## config.mk

```make
export PLATFORM = sky130hd
export DESIGN_NAME = pipelined_adder
export DESIGN_NICKNAME = d
export VERILOG_FILES = /design/src/rtl/pipelined_adder.sv
export SDC_FILE = /design/constraint.sdc
export NUM_CORES = 1
export LEC_CHECK = 0
export BUFFER_PORTS_ARGS = -buffer_cell sky130_fd_sc_hd__buf_2
export CAP_MARGIN = 30
export CELL_PAD_IN_SITES_DETAIL_PLACEMENT = 1
export CELL_PAD_IN_SITES_GLOBAL_PLACEMENT = 2
export CORE_AREA = 2 2 106 108
export CTS_CLUSTER_SIZE = 16
export DETAILED_ROUTE_END_ITERATION = 8
export DIE_AREA = 0 0 108 110
export GPL_TIMING_DRIVEN = 0
export MAX_ROUTING_LAYER = met4
export PLACE_DENSITY_LB_ADDON = 0.1
export SYNTH_ARGS = -nofsm -noshare
export SYNTH_HDL_FRONTEND = slang
export SYNTH_SLANG_ARGS = --single-unit
```

## constraint.sdc

```tcl
create_clock -name clk -period 2.63 [get_ports clk]
set_clock_uncertainty 0.15 [all_clocks]
set_input_delay 0.3945 -clock clk [delete_from_list [all_inputs] [get_ports clk]]
set_output_delay 0.3945 -clock clk [all_outputs]
set_load 0.005 [all_outputs]
```

## src/rtl/pipelined_adder.sv

```systemverilog
// rtl/pipelined_adder.sv - WIDTH-bit adder with carry chain split into STAGES valid/ready pipeline chunks
// Optional subtract path enabled by defining PIPE_ADDER_SUB_EN.
module pipelined_adder #(
    parameter int WIDTH  = 16,
    parameter int STAGES = 4
) (
    input  logic             clk,
    input  logic             rst_n,
    input  logic             in_valid,
    output logic             in_ready,
    input  logic [WIDTH-1:0] a,
    input  logic [WIDTH-1:0] b,
    input  logic             cin,
`ifdef PIPE_ADDER_SUB_EN
    input  logic             sub,
`endif
    output logic             out_valid,
    input  logic             out_ready,
    output logic [WIDTH-1:0] sum,
    output logic             cout,
    output logic             ovf
);
    localparam int CW = WIDTH / STAGES;

    logic [WIDTH-1:0]  b_eff;
    logic              cin_eff;
    logic [STAGES-1:0] valid;
    logic [STAGES-1:0] adv;
    logic              accept;

`ifdef PIPE_ADDER_SUB_EN
    assign b_eff   = sub ? ~b : b;
    assign cin_eff = sub | cin;
`else
    assign b_eff   = b;
    assign cin_eff = cin;
`endif

    // Advance resolves from the output end backwards so a full pipe can shift in one cycle.
    always_comb begin
        logic nxt;
        adv           = '0;
        nxt           = valid[STAGES-1] && out_ready;
        adv[STAGES-1] = nxt;
        for (int k = STAGES - 2; k >= 0; k--) begin
            nxt    = valid[k] && (!valid[k+1] || nxt);
            adv[k] = nxt;
        end
    end

    assign in_ready = !valid[0] || adv[0];
    assign accept   = in_valid && in_ready;

    for (genvar k = 0; k < STAGES; k++) begin : g_stage
        localparam int RW = WIDTH - k * CW;
        localparam int DW = (k + 1) * CW;

        logic [RW-1:0] a_in;
        logic [RW-1:0] b_in;
        logic          c_in;
        logic          load;
        logic [CW:0]   chunk;
        logic [DW-1:0] sum_d;
        logic [DW-1:0] sum_q;
        logic          carry_q;
        logic          valid_q;

        if (k == 0) begin : g_src
            assign a_in  = a;
            assign b_in  = b_eff;
            assign c_in  = cin_eff;
            assign load  = accept;
            assign sum_d = chunk[CW-1:0];
        end else begin : g_src
            assign a_in  = g_stage[k-1].g_fwd.a_q;
            assign b_in  = g_stage[k-1].g_fwd.b_q;
            assign c_in  = g_stage[k-1].carry_q;
            assign load  = adv[k-1];
            assign sum_d = {chunk[CW-1:0], g_stage[k-1].sum_q};
        end

        assign chunk    = {1'b0, a_in[CW-1:0]} + {1'b0, b_in[CW-1:0]} + {{CW{1'b0}}, c_in};
        assign valid[k] = valid_q;

        always_ff @(posedge clk or negedge rst_n) begin
            if (!rst_n) begin
                valid_q <= 1'b0;
                carry_q <= 1'b0;
                sum_q   <= '0;
            end else if (load) begin
                valid_q <= 1'b1;
                carry_q <= chunk[CW];
                sum_q   <= sum_d;
            end else if (adv[k]) begin
                valid_q <= 1'b0;
            end
        end

        if (k < STAGES - 1) begin : g_fwd
            // Only the operand chunks not yet added travel onward.
            logic [RW-CW-1:0] a_q;
            logic [RW-CW-1:0] b_q;
            always_ff @(posedge clk or negedge rst_n) begin
                if (!rst_n) begin
                    a_q <= '0;
                    b_q <= '0;
                end else if (load) begin
                    a_q <= a_in[RW-1:CW];
                    b_q <= b_in[RW-1:CW];
                end
            end
        end else begin : g_out
            logic a_msb_q;
            logic b_msb_q;
            always_ff @(posedge clk or negedge rst_n) begin
                if (!rst_n) begin
                    a_msb_q <= 1'b0;
                    b_msb_q <= 1'b0;
                end else if (load) begin
                    a_msb_q <= a_in[CW-1];
                    b_msb_q <= b_in[CW-1];
                end
            end
            assign out_valid = valid_q;
            assign sum       = sum_q;
            assign cout      = carry_q;
            assign ovf       = (a_msb_q == b_msb_q) && (sum_q[DW-1] != a_msb_q);
        end
    end

endmodule

```

==> results of run 1 <==
==> report_power, final <==
group          internal [W]  switching (W)  leakage, nW
logic              0.000762       0.000542         1.03
registers           0.00201       0.000285         1.16
clock network      0.000348       0.000466       0.0770
==> state kept, by name, summed over array words and instances, names as in the netlist <==
register               count
g_stage.g_fwd.a_q         24
g_stage.g_fwd.b_q         24
g_stage.sum_q             24
sum                       16
g_stage.carry_q            3
g_stage.valid_q            3
cout                       1
g_stage.g_out.a_msb_q      1
g_stage.g_out.b_msb_q      1
out_valid                  1
==> per-stage QoR <==
step | std cells | TNS [ns] | power, W
CTS | 503 | 0 | 0.00452
floorplan | 293 | 0 | 0.00321
finish | 503 | 0 | 0.00442
detailed placement | 490 | 0 | 0.00368
global route | 503 | 0 | 0.00482
global placement | 489 | -3.65 | 0.00361
==> final cells by class <==
cell class,count,share of cell area (%)
well taps,140,3.62
plain buffers,10,1.58
repair buffers,58,6.61
clock inverters,1,0.103
flip-flops and latches,98,50.6
inverters,14,1.08
multi-input cells,171,33.5
clock buffers,11,2.92
==> what timing repair did <==
item	4_1_cts	5_1_grt
endpoints found under the hold margin	48	0
buffers inserted	0	0
hold buffers	1	0
==> final timing paths <==
check / endpoint / from / cells after the start
max: cout / g_stage[2].carry_q / 5
min: g_stage[0].g_fwd.b_q[2] / b[6] / 2
max reg2reg: cout / g_stage[2].carry_q / 5
min reg2reg: cout / cout / 2
max in group asynchronous: g_stage[2].sum_q[6] / rst_n / 3
min in group asynchronous: out_valid / rst_n / 2
==> synth_stat cells (all sizes together) <==
library cell and number:
a21o 6, a21oi 7, buf 10, dfrtp 98
fa 8, ha 12, inv 14, mux2 78
nand2 21, nand2b 4, nand3b 1, nand4b 1
nor2 1, nor2b 2, nor3 2, o21a 3
o21ai 16, o31ai 1, or2 1, xnor2 1
xor2 6
==> layer usage <==
layer	wire length (um)	part of all wire [%]
met5	0	0
met1	3330	46
met4	134	1.8
met3	206	2.8
met2	3610	50
==> logic make-up (layout without fill, tap and decap cells) <==
kind of cell	count (synthesis)	after routing
AOI/OAI and AO/OA	33	33
xor gates and xnor gates	7	7
adders and majority gates	20	20
buffers and inverters	24	94
DFF	98	98
muxes	78	78
and+or+nand+nor	33	33
==> summary.md, run 1 <==
| Metric | Value |
|---|---|
| Residual DRC | 0 |
| Pin count of the biggest net entering global routing | 51 |
| Worst Path Class, Setup | register to register |
| CP bufs+invs | 0 |
| CP Capture Type | register |
| Via count | 2400 |
| GR Util met2 | 24.0% |
| Synth Area in Simple Gates | under 10% |
| First-pass GRT wire length | approximately 13000 um |
| Synth top area share | 58.4% |
| Final Hold Slack | 0.0968 ns |
| Die width | ~110 um |
| # clock sinks | between 90 and 100 |
| Mapped Nets | 350 |
| Antenna cells | 0 |
| Highest clock rate | around 500 MHz |
| Pre-antenna DRT Iters | 4 |
| GRT met1 Usage | roughly 18% |
| Status | completed |
| Final Util | 45.3% |
| GPL Wtd Cong | 0.697 |
| Pre-CTS setup slack | 0.659 ns |
| WP data required | ~2.7 ns |
| Synth Area in Adders | 7.38% |
| Worst hold path class | input pin to register |
| Synthesized area per cell | 14.3 um2 |
| M3 GR Usage | 2.47% |
| Crit path max-delay family | adder cells |
| Multi-input gate area | 0.00162 mm2 |
| R2R Setup Slk | between 0.6 and 0.7 ns |
| Post_cts resized | 0 |
| Number of routed nets with antenna violations | 0 |
| CP Data Arrival Time | 2.06 ns |
| Period utilisation layout | 75.1% |
| DR iter-0 viols | 59 |
| Layout cells sized above 1 | 43.8% |
| CP peak stage delay | between 0.4 and 0.5 ns |
| Total grt overflow | 0 |
| Static Leak | 2.27 nW |
| Root Driver | clkbuf_8 |
| CTS tree | yes |
| Avg WL per Cell | 14.5 um |
| # IOs | 57 |
| Clk slew on worst S/H paths | 0.09 ns |
| Dpl cell area | 0.00469 mm2 |
| Max-Cap Viols | 0 |
| Final setup viols | 0 |
| Port Buffers | 56 |
| Slew Viols, Final | 0 |
| Top Usage Layer GRT | met2 |
| Area fraction in compound gates after synthesis | approximately 4.8% |
| Number of fillers in the final layout | ~1100 |
| Leading cell types in the layout, fill and taps excluded | dfrtp_1 (98), mux2_2 (77), buf_2 (59) |
| Cells after Synth | 293 |
| CTS max path bufs | 2 |
| Design Area, Final | 0.00484 mm2 |
| Xor and xnor fraction of the mapped netlist area | roughly 1.5% |
| Hold Violations, Final | 0 |
| Synth top area cells | dfrtp_1 (58%), mux2_2 (21%), fa_1 (3.8%), ha_1 (3.6%), nand2_1 (1.8%) |
| H-tree depth | 3 |
| Synth unique cells | 26 |
| Commonest non-fill, non-tap cell in the layout | dfrtp_1 |
| Most frequent CP cell | fa_1 |
| Nets | roughly 420 |
| Max-slew headroom | 56.1% |
| Initial antenna violation count | 0 |
| Least-Margin Pin Slew | 0.659 ns |
| Crit-path slowest cell | fa_1 |
| Post-synthesis cell area | 0.00420 mm2 |
| RSZ-0062 raised after global routing | no |
| Vias/cell | 4.77 |
| Min Tclk post-route | between 1.5 and 2 ns |
| Row count | 38 |
| Startpoint types | register |
| Worst-path cell chain | fa_1 -> fa_1 -> a21o_1 -> a21oi_1 -> o21ai_0 |
| DIE AREA | 0.0119 mm2 |
| Flip-flop and latch area | about 0.0025 mm2 |
| Pwr/cell area | 912 mW/mm2 |
| Area growth syn-to-layout | 15.3% |
| Routed wire length | around 7300 um |
| Sequential share of the synthesized area | 58.4% |
| Final WS setup | roughly 0.65 ns |
| Chip height | approximately 110 um |
| Initial Util | around two fifths |
| Max FO, Critical Path | 2 |
| Synth Warn # | 0 |
| Worst-skew pair later-pin latency | 0.36 ns |
| Yosys top cell by area | dfrtp_1 |
| Gr usage total | 14.6% |
| Core footprint | roughly 0.011 mm2 |
| Vias in the first global route | 2627 |
| HPWL Detailed | 5310 um |
| Yosys reg bits | 98 |
| Worst vdd ir | about 0.27 mV |
| Multiplexer share of the synthesized area | 20.9% |
| Total CTS buffers | 9 |
| Largest family of logic cells by synthesized area | multiplexers |
(Power assumes the default switching activity.)
==> inputs of run 2 (changes only) <==
Settings changed: ABC_AREA set to 1, CORE_AREA 2 2 106 108 to 2 2 115 117, DIE_AREA 0 0 108 110 to 0 0 117 119.
Clock period 2.63 ns to 1.9 ns, I/O delays scaled along.
==> run 2 against run 1 <==
Critical endpoint is now sum[14]. Synthesized area increased by 2.8%. Utilization down 5.4 points. Largest cell class unchanged. Cell count increased by 44%. Power rose by 48%. Register-to-register slack lost 0.58 ns. Final area is 6.0% higher. Clock power increased by 98%. Die area is 17% higher. Global-route usage up 0.85 points.
==> summary.md, run 2 <==
| Metric | Value |
|---|---|
| Crit-path slowest cell | fa_1 (unchanged) |
| DR iter-0 viols | 125 (was 59) |
| Mapped Nets | 535 (was 350) |
| Die width | 117 um (was 108 um) |
| DIE AREA | 0.0139 mm2 (was 0.0119 mm2) |
| Worst Path Class, Setup | register to register (unchanged) |
| Residual DRC | 0 (unchanged) |
| Root Driver | clkbuf_16 (was clkbuf_8) |
| Main flop type after synthesis | dfrtp_1 (unchanged) |
| Leading cell types in the layout, fill and taps excluded | nand2_1 (213), dfrtp_1 (98), buf_2 (64) (was dfrtp_1 (98), mux2_2 (77), buf_2 (59)) |
| Least-Margin Pin Slew | 0.545 ns (was 0.659 ns) |
| Final setup viols | 0 (unchanged) |
| CTS max path bufs | 2 (unchanged) |
| Slew Viols, Final | 0 (unchanged) |
| Switching Share | 32.6% (was 29.3%) |
| Highest clock rate | 549 MHz (was 506 MHz) |
| # clock sinks | 98 (unchanged) |
| Antenna cells | 0 (unchanged) |
| Reg power frac | 47.3% (was 52.0%) |
| Synth unique cells | 24 (was 26) |
| Commonest cells in the netlist | nand2_1 (213), dfrtp_1 (98), nand3_1 (35) (was dfrtp_1 (98), mux2_2 (77), nand2_1 (20)) |
| Worst vdd ir | 0.362 mV (was 0.272 mV) |
| CP peak stage delay | 0.48 ns (was 0.47 ns) |
| Min Tclk post-route | 1.82 ns (was 1.98 ns) |
| Core footprint | 0.0129 mm2 (was 0.0107 mm2) |
| Nets | 605 (was 419) |
| Number of routed nets with antenna violations | 0 (unchanged) |
| Avg WL per Cell | 13.2 um (was 14.5 um) |
| Most numerous cell in the Yosys netlist | nand2_1 (was dfrtp_1) |
| Reg2reg start | g_stage[2].carry_q (unchanged) |
| Pre-antenna DRT Iters | 6 (was 4) |
| Synth Area in Adders | 7.18% (was 7.38%) |
| Max-Cap Viols | 0 (unchanged) |
| Synthesized area per cell | 9.04 um2 (was 14.3 um2) |
| Chip height | 119 um (was 110 um) |
| Cells after DPL | 711 (was 490) |
| Yosys reg bits | 98 (unchanged) |
| Cells after Synth | 478 (was 293) |
| RSZ-0062 raised after global routing | no (unchanged) |
| Vias/cell | 4.36 (was 4.77) |
| Pre-CTS setup slack | 0.0121 ns (was 0.659 ns) |
| HPWL Detailed | 7220 um (was 5310 um) |
| Pwr/cell area | 1270 mW/mm2 (was 912 mW/mm2) |
| Layout cells sized above 1 | 16.8% (was 43.8%) |
| Largest family of logic cells by synthesized area | simple AND/OR/NAND/NOR gates (was multiplexers) |
| Multiplexer share of the synthesized area | 0% (was 20.9%) |
| Worst-skew pair later-pin latency | 0.34 ns (was 0.36 ns) |
| Initial Util | 33.6% (was 39.3%) |
| Port Buffers | 56 (unchanged) |
| Setup_tns | 0 ns (unchanged) |
| R2R Setup Slk | 0.08 ns (was 0.65 ns) |
| Row count | 42 (was 38) |
| Post-synthesis cell area | 0.00432 mm2 (was 0.00420 mm2) |
| Pin count of the biggest net entering global routing | 60 (was 51) |
| Sequential share of the synthesized area | 56.8% (was 58.4%) |
| Startpoint types | register (unchanged) |
| Clock power frac | 24.6% (was 18.4%) |
| Xor and xnor fraction of the mapped netlist area | 0.811% (was 1.46%) |
| Final WS setup | 0.0773 ns (was 0.655 ns) |
| Share of flip-flops with an asynchronous set or reset | 100% (unchanged) |
| Post-synth EDFFs | 0 (unchanged) |
| Synth top area share | 56.8% (was 58.4%) |
| Top Registers | g_stage.g_fwd.a_q (24), g_stage.g_fwd.b_q (24), g_stage.sum_q (24) (unchanged) |
| Commonest non-fill, non-tap cell in the layout | nand2_1 (was dfrtp_1) |
| Routed wire length | 9550 um (was 7290 um) |
| Max-slew headroom | 63.7% (was 56.1%) |
| Worst hold path class | input pin to register (unchanged) |
| CTS tree | yes (unchanged) |
| Synth top area cells | dfrtp_1 (57%), nand2_1 (19%), nand3_1 (4.1%), fa_1 (3.7%), ha_1 (3.5%) (was dfrtp_1 (58%), mux2_2 (21%), fa_1 (3.8%), ha_1 (3.6%), nand2_1 (1.8%)) |
| Area fraction in compound gates after synthesis | 4.81% (was 4.79%) |
| Worst-path cell chain | fa_1 -> fa_1 -> xnor2_1 -> o21ai_1 (was fa_1 -> fa_1 -> a21o_1 -> a21oi_1 -> o21ai_0) |
| Fin cells | 725 (was 503) |
| Period utilisation layout | 95.9% (was 75.1%) |
| Synth Warn # | 0 (unchanged) |
| Most frequent CP cell | fa_1 (unchanged) |
| Static Leak | 2.74 nW (was 2.27 nW) |
| R2R Path End | sum[14] (was cout) |
| Synth Area in Simple Gates | 24.8% (was 4.05%) |
| CP Data Arrival Time | 1.90 ns (was 2.06 ns) |
| Initial antenna violation count | 0 (unchanged) |
| Status | completed (unchanged) |
| Area growth syn-to-layout | 18.8% (was 15.3%) |
| Clk slew on worst S/H paths | 0.06 ns (was 0.09 ns) |
| Via count | 3159 (was 2400) |
| CP Capture Type | register (unchanged) |
| Yosys top cell by area | dfrtp_1 (unchanged) |
| Gr usage total | 15.5% (was 14.6%) |
| Total CTS buffers | 9 (unchanged) |
| # IOs | 57 (unchanged) |
| First-pass GRT wire length | 16200 um (was 12700 um) |
| Hold Violations, Final | 0 (unchanged) |
| WP data required | 1.98 ns (was 2.71 ns) |
| H-tree depth | 3 (unchanged) |
| Internal power | 0.00440 W (was 0.00312 W) |
| Vias in the first global route | 3244 (was 2627) |
| Max FO, Critical Path | 2 (unchanged) |
| Power share of the combinational group | 28.1% (was 29.5%) |
| Critical Path Sink | sum[14] (was cout) |
| Switch Pwr | 0.00213 W (was 0.00129 W) |
| GPL Wtd Cong | 0.717 (was 0.697) |
| CP startpoint | g_stage[2].carry_q (unchanged) |
| Total grt overflow | 0 (unchanged) |
| FF-to-FF path depth | 4 (was 5) |
-- run 2: cell types whose count changed in the layout (fill, tap and decap cells not counted), sizes merged, moves of 5 or more --
cell,change
inv,+18
o21ai,+16
a21o,-6
buf,+8
nand3,+35
mux2,-78
nor2,+5
nand2,+193
-- run 2: cell type report --
class / instances / area (um2)
well taps: 176 / 220
repair buffers: 59 / 328
clock inverters: 1 / 5.00
flip-flops and latches: 98 / 2450
fillers: 1521 / 7740
multi-input cells: 328 / 1640
clock buffers: 11 / 243
inverters: 32 / 120
plain buffers: 20 / 128
-- run 2: critical path: cells and delay by family (launching register included) --
| family | cells | cell delay (ns) |
|---|---|---|
| flip-flops | 1 | 0.40 |
| XOR/XNOR | 1 | 0.17 |
| adder cells (fa/ha/maj) | 2 | 0.90 |
| AO/OA/AOI/OAI | 1 | 0.08 |
-- run 2: logic make-up after synthesis --
kind of cell	Yosys count
AND/OR/NAND/NOR	263
flip-flops	98
buffers and inverters	52
AO/OA/AOI/OAI	41
adder cells (fa/ha/maj)	20
XOR/XNOR	4
-- run 2: power by group through the flow --
stage                     clock network (W)  logic, W  registers (W)
final                               0.00161   0.00184        0.00309
after global routing                0.00175   0.00220        0.00318
after CTS                           0.00168   0.00188        0.00310
after detailed placement                  0   0.00187        0.00313
after global placement                    0   0.00180        0.00312
after floorplan                           0   0.00121        0.00305
-- run 2: how the worst min path moves through the flow --
stage	from	to	slack [ns]	cells past startpoint
finish	a[5]	g_stage[0].g_fwd.a_q[1]	0.02	3
global route	a[4]	g_stage[0].g_fwd.a_q[0]	0.02	3
CTS	a[5]	g_stage[0].g_fwd.a_q[1]	0.006	3
detailed placement	rst_n	sum[3]	0.16	1
global placement	cout	cout	0.30	2
floorplan	rst_n	cout	-0.16	0
-- run 2: through the flow --
step | cell area (um2) | total power, W | hold WS [ns] | utilization [%]
2_1_floorplan | 4320 | 0.00427 | -0.161 | -
3_3_place_gp | 4820 | 0.00491 | 0.300 | 37.4
3_5_place_dp | 4850 | 0.00500 | 0.159 | 37.7
4_1_cts | 5110 | 0.00666 | 0.00626 | 39.7
5_1_grt | 5130 | 0.00713 | 0.0245 | 39.9
6_report | 5130 | 0.00653 | 0.0213 | 39.9
-- run 2: per-layer routing --
| layer | global-route usage (%) | routed length, um | share of wire [%] | vias to the layer above |
|---|---|---|---|---|
| li1 | - | - | - | 1637 |
| met1 | 20.8 | 4780 | 50 | 1458 |
| met2 | 23.2 | 4310 | 45 | 49 |
| met3 | 2.49 | 263 | 2.8 | 15 |
| met4 | 6.84 | 200 | 2.1 | 0 |
| met5 | - | 0 | 0 | - |
-- run 2: timing repair --
action,4_1_cts,5_1_grt
endpoints found under the hold margin,39,0
resized for setup,1,6
hold buffers,1,0
buffers inserted,0,1
setup endpoints to repair,1,4
pin swaps,0,0
==> inputs of run 3 (changes only) <==
Settings changed: CELL_PAD_IN_SITES_DETAIL_PLACEMENT 1 to 2, CORE_AREA 2 2 115 117 to 2 2 120 122, DIE_AREA 0 0 117 119 to 0 0 122 124.
Clock period 1.9 ns to 1.51 ns, I/O delays scaled along.
==> run 3 against run 2 <==
The flow now finishes with violations (negative setup slack). Flip-flop and latch count unchanged. Maximum frequency grew 6.1%. Setup slack got worse by 0.29 ns. Final area rose by 18%. Non-clock buffer count rose by 51. Sequential power grew 28%. Combinational power up 78%. Largest power group unchanged. Highest routed layer unchanged.
==> summary.md, run 3 (synthesis results as in run 2) <==
| Metric | Value |
|---|---|
| Worst-skew pair later-pin latency | 0.34 ns (about the same) |
| Pre-CTS setup slack | -0.221 ns (was 0.0121 ns) |
| Design Area, Final | 0.00606 mm2 (was 0.00513 mm2) |
| Pin count of the biggest net entering global routing | 63 (was 60) |
| Top Registers | g_stage.g_fwd.a_q (24), g_stage.g_fwd.b_q (24), g_stage.sum_q (24) (unchanged) |
| Leading cell types in the layout, fill and taps excluded | nand2_1 (193), dfrtp_1 (97), buf_2 (56) (was nand2_1 (213), dfrtp_1 (98), buf_2 (64)) |
| Least-Margin Pin Slew | 0.513 ns (was 0.545 ns) |
| Chip height | 124 um (was 119 um) |
| CP Capture Type | register (unchanged) |
| Cells after DPL | 715 (was 711) |
| Vias in the first global route | 3952 (was 3244) |
| Commonest non-fill, non-tap cell in the layout | nand2_1 (unchanged) |
| CTS max path bufs | 2 (unchanged) |
| Pre-antenna DRT Iters | 6 (unchanged) |
| Status | complete, but fails checks (was completed) |
| Via count | 3567 (was 3159) |
| Total CTS buffers | 9 (unchanged) |
| Layout cells sized above 1 | 29.3% (was 16.8%) |
| # IOs | 57 (unchanged) |
| HPWL Detailed | 7990 um (was 7220 um) |
| Final setup viols | 34 (was 0) |
| Initial Util | 31.5% (was 33.6%) |
| GPL Wtd Cong | 0.721 (was 0.717) |
| Number of routed nets with antenna violations | 0 (unchanged) |
| Vias/cell | 4.55 (was 4.36) |
| Dpl cell area | 0.00487 mm2 (was 0.00485 mm2) |
| Final Util | 44.2% (was 39.9%) |
| First-pass GRT wire length | 20500 um (was 16200 um) |
| Min Tclk post-route | 1.72 ns (was 1.82 ns) |
| Total grt overflow | 0 (unchanged) |
| Row count | 43 (was 42) |
| # clock sinks | 98 (unchanged) |
| DR iter-0 viols | 108 (was 125) |
| Hold Path Origin | a[10] (was a[5]) |
| Fin cells | 784 (was 725) |
| Avg WL per Cell | 16.0 um (was 13.2 um) |
| Routed wire length | 12600 um (was 9550 um) |
| CTS tree | yes (unchanged) |
| Clk slew on worst S/H paths | 0.07 ns (was 0.06 ns) |
| Number of fillers in the final layout | 1499 (was 1521) |
| Top Layer Used | met4 (unchanged) |
| Tot Pwr | 0.00962 W (was 0.00653 W) |
| Max FO, Critical Path | 2 (unchanged) |
| Hold Violations, Final | 0 (unchanged) |
| Antenna cells | 0 (unchanged) |
| DIE AREA | 0.0151 mm2 (was 0.0139 mm2) |
| Worst vdd ir | 0.591 mV (was 0.362 mV) |
| Gr usage total | 18.2% (was 15.5%) |
| Initial antenna violation count | 0 (unchanged) |
| H-tree depth | 3 (unchanged) |
| RSZ-0062 raised after global routing | yes (was no) |
| Residual DRC | 0 (unchanged) |
| Startpoint types | register (unchanged) |
| Reg2reg start | g_stage[2].carry_q (unchanged) |
| Highest clock rate | 582 MHz (was 549 MHz) |
| Worst hold path class | input pin to register (unchanged) |
| CP startpoint | g_stage[2].carry_q (unchanged) |
| Die width | 122 um (was 117 um) |
| Met3 Wirelength | 295 um (was 263 um) |
| Failing checks | negative setup slack |
| Slew Viols, Final | 0 (unchanged) |
| Area growth syn-to-layout | 40.2% (was 18.8%) |
| CP Data Arrival Time | 1.80 ns (was 1.90 ns) |
| Metal2 WL | 6640 um (was 4310 um) |
| Port Buffers | 56 (unchanged) |
| Final WS setup | -0.208 ns (was 0.0773 ns) |
| Period utilisation layout | 114% (was 95.9%) |
| Max-slew headroom | 65.8% (was 63.7%) |
| Met1 Wirelength | 5470 um (was 4780 um) |
| Root Driver | clkbuf_16 (unchanged) |
| Static Leak | 3.12 nW (was 2.74 nW) |
| Max-Cap Viols | 0 (unchanged) |
| Core footprint | 0.0137 mm2 (was 0.0129 mm2) |
| Worst Path Class, Setup | register to register (unchanged) |
| Nets | 656 (was 605) |
| WP data required | 1.59 ns (was 1.98 ns) |
| Pwr/cell area | 1590 mW/mm2 (was 1270 mW/mm2) |
==> run 3: cell count changes in the layout (fill, tap and decap cells not counted), sizes merged <==
cell and delta:
bufinv +1, dlygate4sd3 +24, clkbuf +2, buf +26, clkinv +1, inv -1
clkinvlp +2
==> run 3: per-layer routing <==
layer | up-vias | GRT usage (%)
li1 | 1740 | -
met1 | 1760 | 22.8
met2 | 53 | 31.1
met3 | 14 | 2.47
met4 | 0 | 5.39
met5 | - | -
==> run 3: critical path, stage by stage, from the launching register on <==
cell	delay (ns)
dfrtp_1	0.40
fa_2	0.42
fa_2	0.39
xnor2_2	0.16
o21ai_1	0.08
==> run 3: path summary, 6_finish.rpt <==
path | depth (start not counted) | end | slack, ns
min | 3 | g_stage[0].g_fwd.a_q[6] | 0.01
min reg2reg | 2 | sum[12] | 0.32
max reg2reg | 4 | sum[14] | -0.21
max in group asynchronous | 3 | sum[11] | 0.28
min in group asynchronous | 2 | g_stage[0].g_fwd.b_q[0] | 0.24
max | 4 | sum[14] | -0.21
==> run 3: per-stage QoR <==
step / TNS [ns] / hold slack [ns]
after global routing: -8.21 / 0.0447
final: -3.47 / 0.0109
after global placement: -106.78 / 0.300
after CTS: -2.95 / 0.00105
after floorplan: -0.545 / -0.219
after detailed placement: -3.95 / 0.0850
==> run 3: report_power, final <==
| part | switching, W | internal [W] | leakage (nW) |
|---|---|---|---|
| sequential | 0.000535 | 0.00342 | 1.22 |
| combinational | 0.00172 | 0.00156 | 1.76 |
| clock | 0.00101 | 0.00137 | 0.145 |
| total | 0.00327 | 0.00635 | 3.12 |
==> run 3: timing repair <==
| item | in CTS | in global routing |
|---|---|---|
| pin swaps | 17 | 9 |
| gates resized for setup | 76 | 40 |
| hold buffers | 25 | 0 |
| setup endpoints to repair | 54 | 96 |
| gates cloned | 3 | 3 |
| setup buffers | 16 | 10 |
| hold endpoints to repair | 60 | 0 |
==> run 3: final cells by class <==
| cell class | instances | area (um2) | area share (%) |
|---|---|---|---|
| Buffer | 19 | 201 | 3.33 |
| Clock buffer | 12 | 256 | 4.23 |
| Clock inverter | 4 | 50.0 | 0.826 |
| Inverter | 32 | 140 | 2.31 |
| Multi-Input combinational cell | 328 | 1830 | 30.2 |
| Sequential cell | 98 | 2450 | 40.5 |
| Tap cell | 180 | 225 | 3.72 |
| Timing Repair Buffer | 111 | 902 | 14.9 |
